`config.mk`:
```
export PLATFORM = sky130hd
export DESIGN_NAME = wb_queue_flat
export DESIGN_NICKNAME = d
export VERILOG_FILES = /design/src/rtl/wb_queue_if.sv /design/src/rtl/wb_queue.sv /design/src/flat_wrapper.sv
export SDC_FILE = /design/constraint.sdc
export NUM_CORES = 1
export LEC_CHECK = 0
export CAP_MARGIN = 20
export CORE_ASPECT_RATIO = 1.5
export CORE_UTILIZATION = 45
export DETAILED_ROUTE_END_ITERATION = 8
export GPL_ROUTABILITY_DRIVEN = 0
export PLACE_DENSITY = 0.75
export REMOVE_ABC_BUFFERS = 1
export SLEW_MARGIN = 20
export SYNTH_ARGS = -nofsm -noshare
export SYNTH_HDL_FRONTEND = slang
export SYNTH_SLANG_ARGS = --single-unit
```
`constraint.sdc`:
```
create_clock -name Clk -period 16.05 [get_ports Clk]
set_input_delay 1.605 -clock Clk [delete_from_list [all_inputs] [get_ports Clk]]
set_output_delay 1.605 -clock Clk [all_outputs]
set_load 0.1 [all_outputs]
```
`src/rtl/wb_queue_if.sv`:
```
// Writeback queue bus: ALU/load writeback requests, register-bank write and read ports,
// and queue status. The pipeline side uses master; the queue itself uses slave.
interface wb_queue_if;
  logic        AluValid;
  logic [4:0]  AluReg;
  logic [63:0] AluData;
  logic        MemValid;
  logic [4:0]  MemReg;
  logic [63:0] MemData;
  logic        Stall;
  logic        w;
  logic [4:0]  c;
  logic [63:0] DataC;
  logic [4:0]  a;
  logic [4:0]  b;
  logic [63:0] RegDataA;
  logic [63:0] RegDataB;
  logic [63:0] DataA;
  logic [63:0] DataB;
  logic [2:0]  Count;
  logic        Full;
  logic        Empty;

  modport master (
    output AluValid, AluReg, AluData, MemValid, MemReg, MemData,
    output a, b, RegDataA, RegDataB,
    input  Stall, w, c, DataC, DataA, DataB, Count, Full, Empty
  );

  modport slave (
    input  AluValid, AluReg, AluData, MemValid, MemReg, MemData,
    input  a, b, RegDataA, RegDataB,
    output Stall, w, c, DataC, DataA, DataB, Count, Full, Empty
  );
endinterface

```
`src/rtl/wb_queue.sv`:
```
// 4-entry writeback queue between ALU/load results and the register bank, draining one
// entry per cycle and forwarding queued (not yet written) results to register reads.
module wb_queue (
  input  logic       Clk,
  input  logic       Reset,
  wb_queue_if.slave  bus
);

  logic [4:0]  qreg  [4];
  logic [63:0] qdata [4];
  logic [1:0]  head, tail;
  logic [2:0]  cnt;

  logic        alu_req, mem_req;
  logic [1:0]  nreq, nenq;
  logic [2:0]  nfree;
  logic        empty, pop, accept;
  logic [1:0]  alu_slot;

  assign alu_req = bus.AluValid && (bus.AluReg != 5'd31);
  assign mem_req = bus.MemValid && (bus.MemReg != 5'd31);
  assign nreq    = {1'b0, alu_req} + {1'b0, mem_req};

  assign empty = (cnt == 3'd0);
  assign pop   = !empty;

  // A pop in the same cycle frees a slot, so a full queue still takes one new entry.
  assign nfree = 3'd4 - cnt + {2'b00, pop};

  assign bus.Stall = !Reset && ({1'b0, nreq} > nfree);
  assign accept    = !Reset && !bus.Stall;
  assign nenq      = accept ? nreq : 2'd0;
  // Mem is older than Alu when both arrive together.
  assign alu_slot  = tail + {1'b0, mem_req};

  always_ff @(posedge Clk) begin
    if (Reset) begin
      head <= '0;
      tail <= '0;
      cnt  <= '0;
    end else begin
      if (pop) head <= head + 2'd1;
      tail <= tail + nenq;
      cnt  <= cnt + {1'b0, nenq} - {2'b00, pop};
    end
  end

  always_ff @(posedge Clk) begin
    if (accept && mem_req) begin
      qreg[tail]  <= bus.MemReg;
      qdata[tail] <= bus.MemData;
    end
    if (accept && alu_req) begin
      qreg[alu_slot]  <= bus.AluReg;
      qdata[alu_slot] <= bus.AluData;
    end
  end

  assign bus.w     = pop;
  assign bus.c     = pop ? qreg[head]  : '0;
  assign bus.DataC = pop ? qdata[head] : '0;
  assign bus.Count = cnt;
  assign bus.Full  = (cnt == 3'd4);
  assign bus.Empty = empty;

  // Walk oldest to youngest so the youngest matching entry wins.
  function automatic logic [63:0] fwd(input logic [4:0] addr, input logic [63:0] raw);
    logic [63:0] res;
    logic [1:0]  idx;
    res = raw;
    for (int unsigned i = 0; i < 4; i++) begin
      idx = head + 2'(i);
      if ((3'(i) < cnt) && (qreg[idx] == addr)) res = qdata[idx];
    end
    if (addr == 5'd31) res = '0;
    return res;
  endfunction

  assign bus.DataA = fwd(bus.a, bus.RegDataA);
  assign bus.DataB = fwd(bus.b, bus.RegDataB);

endmodule

```
`src/flat_wrapper.sv`:
```
// flat-port wrapper written by rule: the top's interface ports become plain ports
module wb_queue_flat 
  (Clk, Reset, bus_AluValid, bus_AluReg, bus_AluData, bus_MemValid, bus_MemReg, bus_MemData, bus_a, bus_b, bus_RegDataA, bus_RegDataB, bus_Stall, bus_w, bus_c, bus_DataC, bus_DataA, bus_DataB, bus_Count, bus_Full, bus_Empty);
  wb_queue_if bus_i ();
  input  logic Clk;
  input  logic Reset;
  input wire logic [$bits(bus_i.AluValid)-1:0] bus_AluValid;
  input wire logic [$bits(bus_i.AluReg)-1:0] bus_AluReg;
  input wire logic [$bits(bus_i.AluData)-1:0] bus_AluData;
  input wire logic [$bits(bus_i.MemValid)-1:0] bus_MemValid;
  input wire logic [$bits(bus_i.MemReg)-1:0] bus_MemReg;
  input wire logic [$bits(bus_i.MemData)-1:0] bus_MemData;
  input wire logic [$bits(bus_i.a)-1:0] bus_a;
  input wire logic [$bits(bus_i.b)-1:0] bus_b;
  input wire logic [$bits(bus_i.RegDataA)-1:0] bus_RegDataA;
  input wire logic [$bits(bus_i.RegDataB)-1:0] bus_RegDataB;
  output wire logic [$bits(bus_i.Stall)-1:0] bus_Stall;
  output wire logic [$bits(bus_i.w)-1:0] bus_w;
  output wire logic [$bits(bus_i.c)-1:0] bus_c;
  output wire logic [$bits(bus_i.DataC)-1:0] bus_DataC;
  output wire logic [$bits(bus_i.DataA)-1:0] bus_DataA;
  output wire logic [$bits(bus_i.DataB)-1:0] bus_DataB;
  output wire logic [$bits(bus_i.Count)-1:0] bus_Count;
  output wire logic [$bits(bus_i.Full)-1:0] bus_Full;
  output wire logic [$bits(bus_i.Empty)-1:0] bus_Empty;
  assign bus_i.AluValid = bus_AluValid;
  assign bus_i.AluReg = bus_AluReg;
  assign bus_i.AluData = bus_AluData;
  assign bus_i.MemValid = bus_MemValid;
  assign bus_i.MemReg = bus_MemReg;
  assign bus_i.MemData = bus_MemData;
  assign bus_i.a = bus_a;
  assign bus_i.b = bus_b;
  assign bus_i.RegDataA = bus_RegDataA;
  assign bus_i.RegDataB = bus_RegDataB;
  assign bus_Stall = bus_i.Stall;
  assign bus_w = bus_i.w;
  assign bus_c = bus_i.c;
  assign bus_DataC = bus_i.DataC;
  assign bus_DataA = bus_i.DataA;
  assign bus_DataB = bus_i.DataB;
  assign bus_Count = bus_i.Count;
  assign bus_Full = bus_i.Full;
  assign bus_Empty = bus_i.Empty;
  wb_queue u_core (.Clk(Clk), .Reset(Reset), .bus(bus_i));
endmodule
```
# Word level (Yosys, flattened, before mapping)
# Memory sizes are Yosys's and may differ from the RTL's. A register that Yosys moved wholly into a read port is not among the register bits.
# Index checks and enable logic that the tools add are counted.
# totals
ff_bits	7
ram_bits	276
in_bits	280
output_inout_bits	204
elab_cells	72
n_memories	2
# memory_table
memory	words	width	read_ports	rd_ports_with_merged_regs	wr	line	rtl
u_core.qdata	4	64	4	1	2	wb_queue.sv:10	logic [63:0] qdata [4];
u_core.qreg	4	5	4	1	2	wb_queue.sv:9	logic [4:0] qreg [4];
# classes
add_sub_neg	10
order_cmp	5
eq_ne	13
mux	21
reduce_logical	18
# op_table
operator	n
two-way mux 64 bit	11
equality test 5 bit	8
logical AND 1 bit	14
equality test 5 bit (second input constant)	2
two-way mux 2 bit	5
inequality test 5 bit (second input constant)	2
less-than comparator 1 x 3 -> 1 bit (first input constant)	2
less-than comparator 2 x 3 -> 1 bit (first input constant)	2
two-way mux 5 bit	1
adder 2 bit (second input constant)	2
two-way mux 1 bit	4
adder 3 x 1 -> 3 bit	1
adder 3 x 2 -> 3 bit	1
equality test 3 bit (second input constant)	1
greater-than comparator 2 x 3 -> 1 bit	1
zero test 1 bit	3
zero test 3 bit	1
subtractor 3 x 1 -> 3 bit	1
subtractor 3 bit (first input constant)	1
adder 1 x 1 -> 2 bit	1
adder 2 x 1 -> 2 bit	1
adder 2 x 1 -> 2 bit (second input constant)	1
adder 2 bit	1

# Longest topological paths before layout
# Gate-level depths: netlist of run 1.
# depth
word_depth	10
ltp_mapped	18

# Worst setup path after synthesis of run 1
# No wires, ideal clock.
# synth_timing
path_kind	register to register
from	register u_core.cnt[2], in the netlist u_core.bus.Count[2]
to	memory u_core.qdata[2][0], enable pin
arrival_ns	8.700
required_ns	15.459
path_slack_ns	6.759
stages_incl_launch_ff	14
n_path_buf	2
synth_period_minus_slack_ns	9.291
cell_sequence	dfxtp_1 -> buf_2 -> nor2_1 -> nand2_1 -> clkbuf_1 -> ha_1 -> inv_1 -> ha_1 -> nor2b_1 -> o211ai_1 -> nor2b_1 -> and2_1 -> nand2_1 -> o21ai_0
# synth_rtl
item	line	rtl
start: declaration	wb_queue.sv:12	logic [2:0] cnt;
start signal: assignment	wb_queue.sv:44	cnt <= cnt + {1'b0, nenq} - {2'b00, pop};
end: declaration	wb_queue.sv:10	

# Worst setup path after layout of run 1
# layout_timing
from	input port bus_a[2]
to	output port bus_DataA[2]
# layout_between
elab_chain_cells	7
# layout_lines
item	line	rtl
start: declaration	flat_wrapper.sv:13	input wire logic [$bits(bus_i.a)-1:0] bus_a;
equality test 5 bit	wb_queue.sv:73	if ((3'(i) < cnt) && (qreg[idx] == addr)) res = qdata[idx];
logical AND 1 bit	wb_queue.sv:73	
two-way mux 64 bit (4 in series)	wb_queue.sv:73	
two-way mux 64 bit *	wb_queue.sv:75	if (addr == 5'd31) res = '0;
end: declaration	flat_wrapper.sv:21	output wire logic [$bits(bus_i.DataA)-1:0] bus_DataA;
# Mark *: on every way between the ends. The rest lies on a longest branch, timed or not.

==> summary.md, run 1 <==
| Metric | Value |
|---|---|
| Status | `finished clean` |
| Number of synthesized flops with an enable pin | `276` |
| Most area-consuming cells after synthesis | `edfxtp_1, mux2_2, mux4_2, mux2i_1, o311ai_1` |
| Headroom to the max-slew limit | `0.226` |
| Leading area contributor after synthesis | `edfxtp_1` |
| Crit. End Element | `primary output` |
| Hold Path Cell Cnt | `3` |
| Core ar. | `55800 um2` |
| Pwr dens | `206 nW/um2` |
| First-pass GRT wire length | `150000 um` |
| Seq/Total Area, Yosys | `0.333` |
| Tightest Pin Transition | `1.16 ns` |
| Total GRT Usage | `0.345` |
| Number of routed nets with antenna violations | `0` |
| Clock power frac | `0.106` |
| Setup TNS | `0 ns` |
| Top post-synthesis cells by count | `mux2_2, edfxtp_1, nand2_1` |
| Initial antenna violation count | `29` |
| Final period utilization | `0.530` |
| Post-CTS resize count | `0` |
| Finished Layout Cells | `3438` |
| GR Overflow Total | `0` |
| Worst r2r path cells | `15` |
| NumNets Final | `2927` |
| Syn Area/Cell | `10.9 um2` |
| Logic pwr share | `0.718` |
| DRC errors left | `0` |
| Vias in the first global route | `25200` |
| Clk root buf | `clkbuf_16` |
| Crit-path max FO | `65` |
| Full die area | `57500 um2` |
| Static Leakage | `0.0102 uW` |
| Final hold violations | `0` |
| IO Pins | `484` |
| Fill count | `4726` |
| Placement row count | `106` |
| Clock buffer depth | `3` |
| RSZ-0062 raised after global routing | `no` |
| Hold_buf cts | `0` |
| Critical path class | `primary input to primary output` |
| Dpl cells | `3360` |
| Sequential Power Share | `0.175` |
| Iteration-0 DRC Markers | `2664` |
| Number of I/O port buffers | `483` |
| Routed WL | `101000 um` |
| Worst Setup Start Kind | `primary input` |
| Synth async-reset ratio | `0` |
| Share of cells above drive strength 1 | `0.234` |
| TritonCTS clock tree | `done` |
| Post-Synthesis Cell Area | `25500 um2` |
| Dpl hpwl | `64600 um` |
| Post-CTS Setup Repair Bufs | `0` |
| MaxCap Viol Count | `0` |
| DR vias/cell | `7.06` |
| Unique masters post-synth | `45` |
| Final max-slew violation count | `0` |
| Largest net degree at the start of global routing | `94` |
| P_sw | `3800 uW` |
| Post-Place Cell Area | `30700 um2` |
| Post-synth top flop | `edfxtp_1` |
| Drt wl/cell | `29.5 um` |
| Sw frac | `0.580` |
| Period minus WS final | `8.50 ns` |
| Mapped Cells | `2345` |
| Post-synthesis sequential element count | `285` |
| Drt pass-1 iters | `9` |
| DIE HEIGHT | `293 um` |
| TritonCTS buffer count | `29` |
| Initial core utilization | `0.456` |
| Via count | `24300` |
| Worst path required time | `14.44 ns` |
| Die Span X | `196 um` |
| Maximum vdd drop | `195 uV` |
| Synth warn | `0` |
| Clock transition at the registers of the reported paths | `0.07 ns` |
| FMAX | `118 MHz` |
| Min-delay worst type | `flop to flop` |
| Cell area after layout | `31700 um2` |
| Top cell type's share of synthesized area | `0.326` |
| Syn-to-layout area delta | `24.7%` |
| CTS sink count | `285` |
| Post-layout util | `0.568` |
| Final Skew | `0.0195 ns` |
| Worst-skew pair later-pin latency | `0.60 ns` |
| Int Pwr | `2750 uW` |
| Most common cell in the netlist | `mux2_2` |
| Htree depth | `1` |
| Critical Path AT | `6.90 ns` |
| Final setup viols | `0` |
## final timing paths
path	from	endpoint	slack [ns]
setup / recovery	bus_a[2]	bus_DataA[2]	7.55
hold / removal	u_core.tail[1]	u_core.tail[1]	0.76
setup reg to reg	u_core.bus.Count[2]	u_core.qdata[2][55]	9.85
hold reg to reg	u_core.tail[1]	u_core.tail[1]	0.76
## registers in the layout, summed over array words and instances (netlist names), named ones only
register          cells
u_core.qdata        256
u_core.qreg          20
u_core.bus.Count      3
u_core.head           2
u_core.tail           2
## area by class of cell
class	instances	area, um2	share of cell area
multi-input cells	1715	15800	0.498
diodes	24	60.1	0.00189
clock buffers	30	729	0.0230
repair buffers	531	5230	0.165
clock inverters	23	219	0.00690
well taps	756	946	0.0298
flip-flops and latches	285	8480	0.267
inverters	74	278	0.00875
## cell usage in the layout (no fill, tap or decap), types with 7 or more instances in the layout
cell | synthesis | routed
mux2i_1 | 186 | 186
a221oi_1 | 64 | 64
clkbuf_16 | 0 | 29
nand2_1 | 198 | 195
o311ai_1 | 122 | 122
edfxtp_1 | 276 | 276
nor3_1 | 130 | 130
xor2_1 | 17 | 15
mux4_2 | 157 | 157
inv_1 | 74 | 74
nor2b_1 | 7 | 7
nand4_1 | 133 | 133
and2_1 | 9 | 9
nand3_1 | 70 | 68
nor2_1 | 70 | 65
nor3b_1 | 8 | 8
buf_4 | 2 | 46
clkdlybuf4s50_1 | 0 | 481
mux2_2 | 334 | 334
xnor2_1 | 32 | 32
diode_2 | 0 | 24
and3_1 | 62 | 62
ha_1 | 10 | 10
a211oi_1 | 65 | 64
## logic make-up after synthesis
kind of cell,Yosys count,share of synthesized area
AND/OR/NAND/NOR,701,0.137
multiplexers,677,0.360
buffers and inverters,345,0.0565
flip-flops,285,0.333
AO/OA/AOI/OAI,277,0.0914
XOR/XNOR,49,0.0169
adder cells (fa/ha/maj),11,0.00570
## metrics by stage
stage          hold WS (ns)  total power [uW]  setup slack, ns
2_1_floorplan         0.621              4850            -4.54
3_3_place_gp          0.707              5710             7.55
3_5_place_dp          0.746              5780             7.82
4_1_cts               0.756              6480             7.80
5_1_grt               0.780              6740             7.62
6_report              0.755              6550             7.55
## power groups by stage
stage	sequential, uW	clock, uW	combinational (uW)
after detailed placement	1160	0	4620
final	1150	696	4700
after global routing	1160	726	4850
after global placement	1140	0	4570
after CTS	1140	701	4630
after floorplan	1300	0	3550
## critical path: stages
cell	delay, ns
clkdlybuf4s50_1	0.71
nand2b_1	0.19
mux2i_1	0.08
o21ai_0	0.50
a211o_4	0.85
o211ai_4	0.45
buf_4	0.44
o311ai_1	0.76
clkdlybuf4s50_1	1.27
## routing by layer
metal  vias to the layer above  global-route usage  routed length [um]
li1                       9959                   -                   -
met1                     11800               0.381               33700
met2                      1939               0.585               50000
met3                       567              0.0731               10300
met4                        10               0.255                7360
met5                         -                   0                  62
Note: power is estimated with default switching activity, not from simulation.
==> run 2: changes to the inputs <==
- clock period: 16.05 -> 7.9 ns (I/O delays scaled with it)
==> run 2 against run 1 <==
Worst setup slack worse by 7.1 ns; critical path type is now flop to primary output; cell count is 0.41% lower; non-clock buffer count is 3 lower; utilization increased by 0.23 points; via count up 2.4%; sequential power increased by 100%; global-route usage rose by 2.8 points; largest cell class unchanged; combinational power grew 110%; critical path depth is 1 lower.
==> summary.md, run 2 (synthesized netlist as in run 1, its figures left out) <==
| Metric | Value |
|---|---|
| Clock power frac | `0.108` |
| Sequential Power Share | `0.174` |
| Syn-to-layout area delta | `25.2%` |
| Post-Place Cell Area | `30800 um2` |
| Clk root buf | `clkbuf_16` |
| Period minus WS final | `7.44 ns` |
| CTS sink count | `285` |
| Static Leakage | `0.0103 uW` |
| DIE HEIGHT | `293 um` |
| Critical path class | `flop to primary output` |
| Placement row count | `106` |
| Clock transition at the registers of the reported paths | `0.06 ns` |
| Finished Layout Cells | `3424` |
| P_sw | `7860 uW` |
| Largest Register | `u_core.qdata` |
| IO Pins | `484` |
| Setup TNS | `0 ns` |
| Dpl cells | `3355` |
| Vias in the first global route | `25300` |
| Worst path required time | `7.11 ns` |
| Drt wl/cell | `31.8 um` |
| Via count | `24800` |
| Crit-path max FO | `64` |
| Fin Hold WS | `0.749 ns` |
| Reg2reg setup slack | `1.85 ns` |
| Drt pass-1 iters | `8` |
| R2r startpoint | `u_core.bus.Count[2]` |
| HP Start | `u_core.tail[1]` |
| Critical Path AT | `6.65 ns` |
| Int Pwr | `5660 uW` |
| Worst-skew pair later-pin latency | `0.59 ns` |
| Final setup viols | `0` |
| Crit. End Element | `primary output` |
| Die Span X | `196 um` |
| Commonest non-fill, non-tap cells in the layout | `clkdlybuf4s50_1, mux2_2, edfxtp_1, nand2_1, mux2i_1` |
| Post-CTS resize count | `0` |
| Cell area after layout | `31900 um2` |
| Final period utilization | `0.942` |
| Largest register FFs | `256` |
| Tightest Pin Transition | `1.31 ns` |
| Number of routed nets with antenna violations | `0` |
| Initial antenna violation count | `17` |
| Share of cells above drive strength 1 | `0.232` |
| Core ar. | `55800 um2` |
| Sw frac | `0.581` |
| Commonest non-fill, non-tap cell in the layout | `clkdlybuf4s50_1` |
| Final hold violations | `0` |
| TritonCTS clock tree | `done` |
| Final max-slew violation count | `0` |
| R2r endpoint | `u_core.qreg[3][2]` |
| Number of I/O port buffers | `483` |
| Worst r2r path cells | `15` |
| Dpl hpwl | `66000 um` |
| Headroom to the max-slew limit | `0.113` |
| Iteration-0 DRC Markers | `3823` |
| Hold_buf cts | `0` |
| Initial core utilization | `0.456` |
| Total GRT Usage | `0.373` |
| DR vias/cell | `7.25` |
| Clock buffer depth | `3` |
| Routed WL | `109000 um` |
| RSZ-0062 raised after global routing | `no` |
| MaxCap Viol Count | `0` |
| Full die area | `57500 um2` |
| DRC errors left | `0` |
| Logic pwr share | `0.718` |
| GR Overflow Total | `0` |
| NumNets Final | `2924` |
| Status | `finished clean` |
| Maximum vdd drop | `282 uV` |
| Final Skew | `0.0190 ns` |
| Worst Setup Start Kind | `flop` |
| Min-delay worst type | `flop to flop` |
| Htree depth | `1` |
| Crit path capture | `bus_DataB[58]` |
| TritonCTS buffer count | `29` |
| FMAX | `134 MHz` |
| Post-CTS Setup Repair Bufs | `0` |
| Pwr dens | `425 nW/um2` |
| Largest net degree at the start of global routing | `134` |
| Post-layout util | `0.571` |
| First-pass GRT wire length | `160000 um` |
-- run 2: cell count changes in the layout (fill, tap and decap cells not counted), sizes merged --
cell           before  now
clkinv             12   11
clkdlybuf4s50     481  483
clkinvlp            5    2
inv                77   76
clkbuf             30   35
diode              24   12
bufinv              3    4
buf                50   45
-- run 2: critical path: stages (launching register included) --
cell,delay (ns)
dfxtp_4,0.89
mux4_2,0.65
xnor2_1,0.15
nand4_1,0.11
buf_4,0.57
or3_4,0.92
a211oi_1,0.24
o311ai_1,1.13
clkdlybuf4s50_1,1.33
-- run 2: worst min path at each step --
stage                     end  cells past startpoint
2_1_floorplan  u_core.tail[0]                      2
3_3_place_gp   u_core.tail[1]                      3
3_5_place_dp   u_core.tail[1]                      3
4_1_cts        u_core.tail[1]                      3
5_1_grt        u_core.tail[1]                      3
6_report       u_core.tail[1]                      3
-- run 2: power groups by stage --
stage | Clock (uW) | Combinational, uW | Sequential (uW)
after global routing | 1510 | 9970 | 2380
final | 1460 | 9720 | 2350
after detailed placement | 0 | 9450 | 2370
after floorplan | 0 | 7200 | 2640
after global placement | 0 | 9350 | 2330
after CTS | 1460 | 9480 | 2340
-- run 2: cell type report --
class	count	area, um2
Fill cell	4585	24000
Multi-Input combinational cell	1715	15800
Sequential cell	285	8480
Timing Repair Buffer	528	5350
Tap cell	756	946
Clock buffer	35	768
Inverter	74	278
Clock inverter	19	216
Antenna cell	12	30.0
-- run 2: stage by stage --
stage,power [uW],worst slack [ns]
5_1_grt,13900,0.497
2_1_floorplan,9850,-11.87
6_report,13500,0.456
4_1_cts,13300,0.886
3_5_place_dp,11800,1.50
3_3_place_gp,11700,1.60
-- run 2: routing by layer --
layer	global-route usage	wire length (um)	vias up
met5	0	46	-
met2	0.606	51900	2287
met1	0.431	35700	12000
met3	0.103	13600	642
met4	0.244	7570	8
li1	-	-	9933
